$ cat src/rtl/fetch_queue.sv
// Fetch stage: owns the PC, drives the instruction bus with a held request, and
// buffers returned instructions in a DEPTH-entry FIFO towards decode.
module fetch_queue #(
    parameter int              DEPTH    = 4,
    parameter int              XLEN     = 64,
    parameter int              ILEN     = 32,
    parameter logic [XLEN-1:0] PC_RESET = 64'h8000_0000
) (
    input  logic            clk,
    input  logic            reset,
    output logic            ireq_valid,
    output logic [XLEN-1:0] ireq_addr,
    input  logic            iresp_addr_ok,
    input  logic            iresp_data_ok,
    input  logic [ILEN-1:0] iresp_data,
    input  logic            redirect_valid,
    input  logic [XLEN-1:0] redirect_pc,
    output logic            out_valid,
    input  logic            out_ready,
    output logic [ILEN-1:0] out_raw_instr,
    output logic [XLEN-1:0] out_pc,
    output logic            out_is_bubble
);

    localparam int PW = $clog2(DEPTH);
    localparam int CW = $clog2(DEPTH + 1);

    typedef enum logic [1:0] {
        S_IDLE,
        S_WAIT,
        S_DISCARD
    } state_t;

    state_t          r_state;
    state_t          w_state_nxt;
    logic [XLEN-1:0] r_pc;
    logic [XLEN-1:0] r_req_addr;
    logic [ILEN-1:0] r_instr_mem [DEPTH];
    logic [XLEN-1:0] r_pc_mem    [DEPTH];
    logic [PW-1:0]   r_head;
    logic [PW-1:0]   r_tail;
    logic [CW-1:0]   r_count;

    logic w_issue;
    logic w_busy;
    logic w_push;
    logic w_pop;
    logic w_unused;

    // A new request only starts from IDLE; an outstanding one already owns its slot.
    assign w_issue = (r_state == S_IDLE) && (r_count < CW'(DEPTH));
    assign w_busy  = w_issue || (r_state != S_IDLE);
    assign w_push  = w_busy && iresp_data_ok && (r_state != S_DISCARD) && !redirect_valid;
    assign w_pop   = (r_count != '0) && out_ready && !redirect_valid;

    assign ireq_valid = w_busy && !reset;
    assign ireq_addr  = (r_state == S_IDLE) ? r_pc : r_req_addr;

    assign out_valid     = (r_count != '0);
    assign out_is_bubble = ~out_valid;
    assign out_pc        = out_valid ? r_pc_mem[r_head]    : '0;
    assign out_raw_instr = out_valid ? r_instr_mem[r_head] : '0;

    // Address acceptance does not affect the hold rule; low redirect bits are forced to zero.
    assign w_unused = iresp_addr_ok ^ (^redirect_pc[1:0]);

    always_comb begin
        // NOTE: every always_comb output gets a default first so no latch is inferred.
        w_state_nxt = r_state;
        if (redirect_valid) begin
            w_state_nxt = (w_busy && !iresp_data_ok) ? S_DISCARD : S_IDLE;
        end else begin
            case (r_state)
                S_IDLE:    if (w_issue && !iresp_data_ok) w_state_nxt = S_WAIT;
                S_WAIT:    if (iresp_data_ok) w_state_nxt = S_IDLE;
                S_DISCARD: if (iresp_data_ok) w_state_nxt = S_IDLE;
                default:   w_state_nxt = S_IDLE;
            endcase
        end
    end

    always_ff @(posedge clk) begin
        // NOTE: sequential state uses non-blocking assignments so all registers update together.
        if (reset) begin
            r_state    <= S_IDLE;
            r_pc       <= PC_RESET;
            r_req_addr <= PC_RESET;
        end else begin
            r_state <= w_state_nxt;
            if (w_issue) r_req_addr <= r_pc;
            if (redirect_valid) r_pc <= {redirect_pc[XLEN-1:2], 2'b00};
            else if (w_push)    r_pc <= r_pc + XLEN'(4);
        end
    end

    always_ff @(posedge clk) begin
        if (reset || redirect_valid) begin
            r_head  <= '0;
            r_tail  <= '0;
            r_count <= '0;
        end else begin
            if (w_push) r_tail <= r_tail + PW'(1);
            if (w_pop)  r_head <= r_head + PW'(1);
            case ({w_push, w_pop})
                2'b10:   r_count <= r_count + CW'(1);
                2'b01:   r_count <= r_count - CW'(1);
                default: r_count <= r_count;
            endcase
        end
    end

    // NOTE: storage is not reset; out_* are masked by out_valid so stale entries never leak.
    always_ff @(posedge clk) begin
        if (w_push) begin
            r_instr_mem[r_tail] <= iresp_data;
            r_pc_mem[r_tail]    <= ireq_addr;
        end
    end

endmodule

$ cat config.mk
export PLATFORM = sky130hd
export DESIGN_NAME = fetch_queue
export DESIGN_NICKNAME = d
export VERILOG_FILES = /design/src/rtl/fetch_queue.sv
export SDC_FILE = /design/constraint.sdc
export NUM_CORES = 1
export LEC_CHECK = 0
export CORE_ASPECT_RATIO = 1.75
export CORE_UTILIZATION = 37
export CTS_CLUSTER_DIAMETER = 100
export DETAILED_ROUTE_END_ITERATION = 12
export HOLD_SLACK_MARGIN = 0.02
export PLACE_DENSITY = 0.65
export SYNTH_ARGS = -nofsm -noshare
export SYNTH_HDL_FRONTEND = slang
export SYNTH_SLANG_ARGS = --single-unit
$ cat constraint.sdc
create_clock -name clk -period 5 [get_ports clk]
set_clock_uncertainty 0.1 [all_clocks]
set_input_delay 0.5 -clock clk [delete_from_list [all_inputs] [get_ports clk]]
set_output_delay 0.5 -clock clk [all_outputs]
set_load 0.02 [all_outputs]
==> metrics.cfg <==
[clocking]
clk_latency_ns = 0.57
cts.sink_count = 511
cts_tree = built
max-clock-path-buffers = 3
htreeDepth = 2
clk_pin_slew_ns = 0.07
cts_root_buffer = clkbuf_16
cts_hold_buf = 0
post_cts_buffers = 0
cts_resized = 0
cts_buffers = 47

[synthesis]
synth.distinct_cells = 64
ys.flop_type = edfxtp_1
avgSynthCellArea_sq_um = 13.93
yosys_warnings = 0
syn_area_sq_mm = 0.02170
synth.largest_area_cell = edfxtp_1
yosysTopAreaCellShare_pct = 52.04
ys_seq_area_share_pct = 64.50
synthCells = 1558
yosysMostFrequentCell = edfxtp_1
async_reset_ff_share_pct = 0
synthTopCellsByArea = edfxtp_1 52%, dfxtp_1 12%, mux4_2 9.8%
synth_seq_cells = 511
synth-edff-count = 376
synth.top_cells.by_count = 376 x edfxtp_1, 179 x nand2_1, 135 x dfxtp_1, 100 x and2_1, 94 x mux4_2

[cells_and_area]
nets = 1879
diodes = 0
design_area_sq_mm = 0.02666
utilization_pct = 45.87
synthToLayoutAreaGrowth_pct = 22.88
fin_cells = 2578
layout-drive-gt1-share_pct = 15.51

[drt]
wl_per_cell_um = 21.50
drt_iter0_markers = 876
avgViaCountPerCell = 5.285
ant_nets = 0
vias = 13620
wirelength_um = 55420
firstDrtPassIters = 5
drc = 0

[sta]
slew_headroom_pct = 34.22
fin_crit_ns = 3.715
fin_tns_setup_ns = 0
min_period_over_period_pct = 74.31
grt_setup_unrepaired = no
fin_ws_ns = 1.285
drv_slew = 0
setup_viol = 0
hold_viol = 0
hold_ws_ns = 0.3045
fmaxAchievable_mhz = 269.1
worst_pin_slew_ns = 0.9867

[worst_hold_path]
hp-start = reset
hold_class = input port to flop

[die]
die_h_um = 322.3
start_util_pct = 37.33
core_sq_mm = 0.05812
rows = 117
die_area_sq_mm = 0.05965
boundaryPins = 265
die_x_um = 185.1

[outcome]
status = completed

[pwr]
peakVddDrop_v = 0.0002211
p_per_area_mw_per_mm2 = 349.9
p_leak_nw = 8.577
power_mw = 9.327

[critical_path]
cp_slowest_cell = dfxtp_4
cp.arrival_ns = 3.12
timing.rr.start = r_state[1]
crit_fanout = 29
crit_required_ns = 4.40
regToRegSetupSlack_ns = 1.45
r2r_end = r_instr_mem[0][25]
slowest_delay_ns = 0.76
r2r_cells = 6
critPathLaunchType = flop
crit_path_cell_trace = buf_4, mux4_2, and2_1, clkdlybuf4s50_1
crit_path_end_kind = output port
path_class = flop to output port
cp-endpoint = out_pc[10]

[global_routing]
grt_max_degree = 98
antenna_found_initial = 1
grt_overflow = 0
grt_usage_pct = 18.46
grt_pass1_vias = 13840
grt_pass1_wl_um = 82910

[placement]
placed_cells = 2492
dp_hpwl_um = 36620
portBuffers = 257
dpl_cell_area_sq_mm = 0.02506
pre_cts_ws_ns = 1.404
gp_congestion = 0.8283

[run]
cap_violations = 0

## cell usage in the layout, fill, tap and decap left out, types with 31 or more instances in the layout
| cell | count |
|---|---|
| edfxtp_1 | 376 |
| clkdlybuf4s50_1 | 255 |
| nand2_1 | 179 |
| dfxtp_1 | 133 |
| and2_1 | 100 |
| mux4_2 | 94 |
| a21oi_1 | 76 |
| nor2_1 | 67 |
| mux2_2 | 64 |
| clkbuf_16 | 49 |
| inv_1 | 31 |
## metal layers
metal | vias up | share of wire, % | track usage, %
met1 | 6855 | 40 | 22.52
li1 | 6294 | - | -
met2 | 391 | 52 | 33.39
met5 | - | 0.023 | 0
met3 | 82 | 4.9 | 2.631
met4 | 2 | 2.4 | 5.455
## where the power goes
group          internal (mW)  switching [mW]  total (mW)
logic                  0.354           0.441       0.794
clock network           2.17            1.57        3.74
registers               4.69          0.0997        4.79
total                   7.22            2.11        9.33
## registers in the layout (all words and copies together), names as in the netlist, named ones only
register     cells
r_tail           2
r_pc            62
r_instr_mem    128
r_state          2
r_req_addr      62
r_pc_mem       248
r_count          3
r_head           2
## worst min path at each step
stage	end	slack (ns)	cells past startpoint
after floorplan	r_req_addr[10]	0.33	2
after global placement	r_req_addr[59]	0.34	2
after detailed placement	r_req_addr[59]	0.34	2
after CTS	r_pc[5]	0.29	2
after global routing	r_state[1]	0.34	2
final	r_state[1]	0.30	2
## cell type report
cell class / instances / area [sq um]
timing repair buffer: 279 / 2805
inverter: 32 / 120.1
fill: 5215 / 31460
multi-input combinational: 897 / 7164
tap: 773 / 967.2
clock inverter: 23 / 282.8
clock buffer: 63 / 1319
sequential: 511 / 14000
## cell families after synthesis
logic type | share of synthesized area [%]
other cells | 0.01728
fa+ha+maj | 0.5537
xor+xnor | 1.251
buf+inv | 2.780
compound gates | 5.110
mux | 13.26
simple gates | 12.53
flops | 64.50
## critical path: cells and delay by family, from the launching register on
| family | cells | cell delay, ns |
|---|---|---|
| muxes | 1 | 0.58 |
| DFF | 1 | 0.76 |
| and+or+nand+nor | 1 | 0.18 |
| buffers and inverters | 2 | 1.03 |
(Power assumes the default switching activity.)
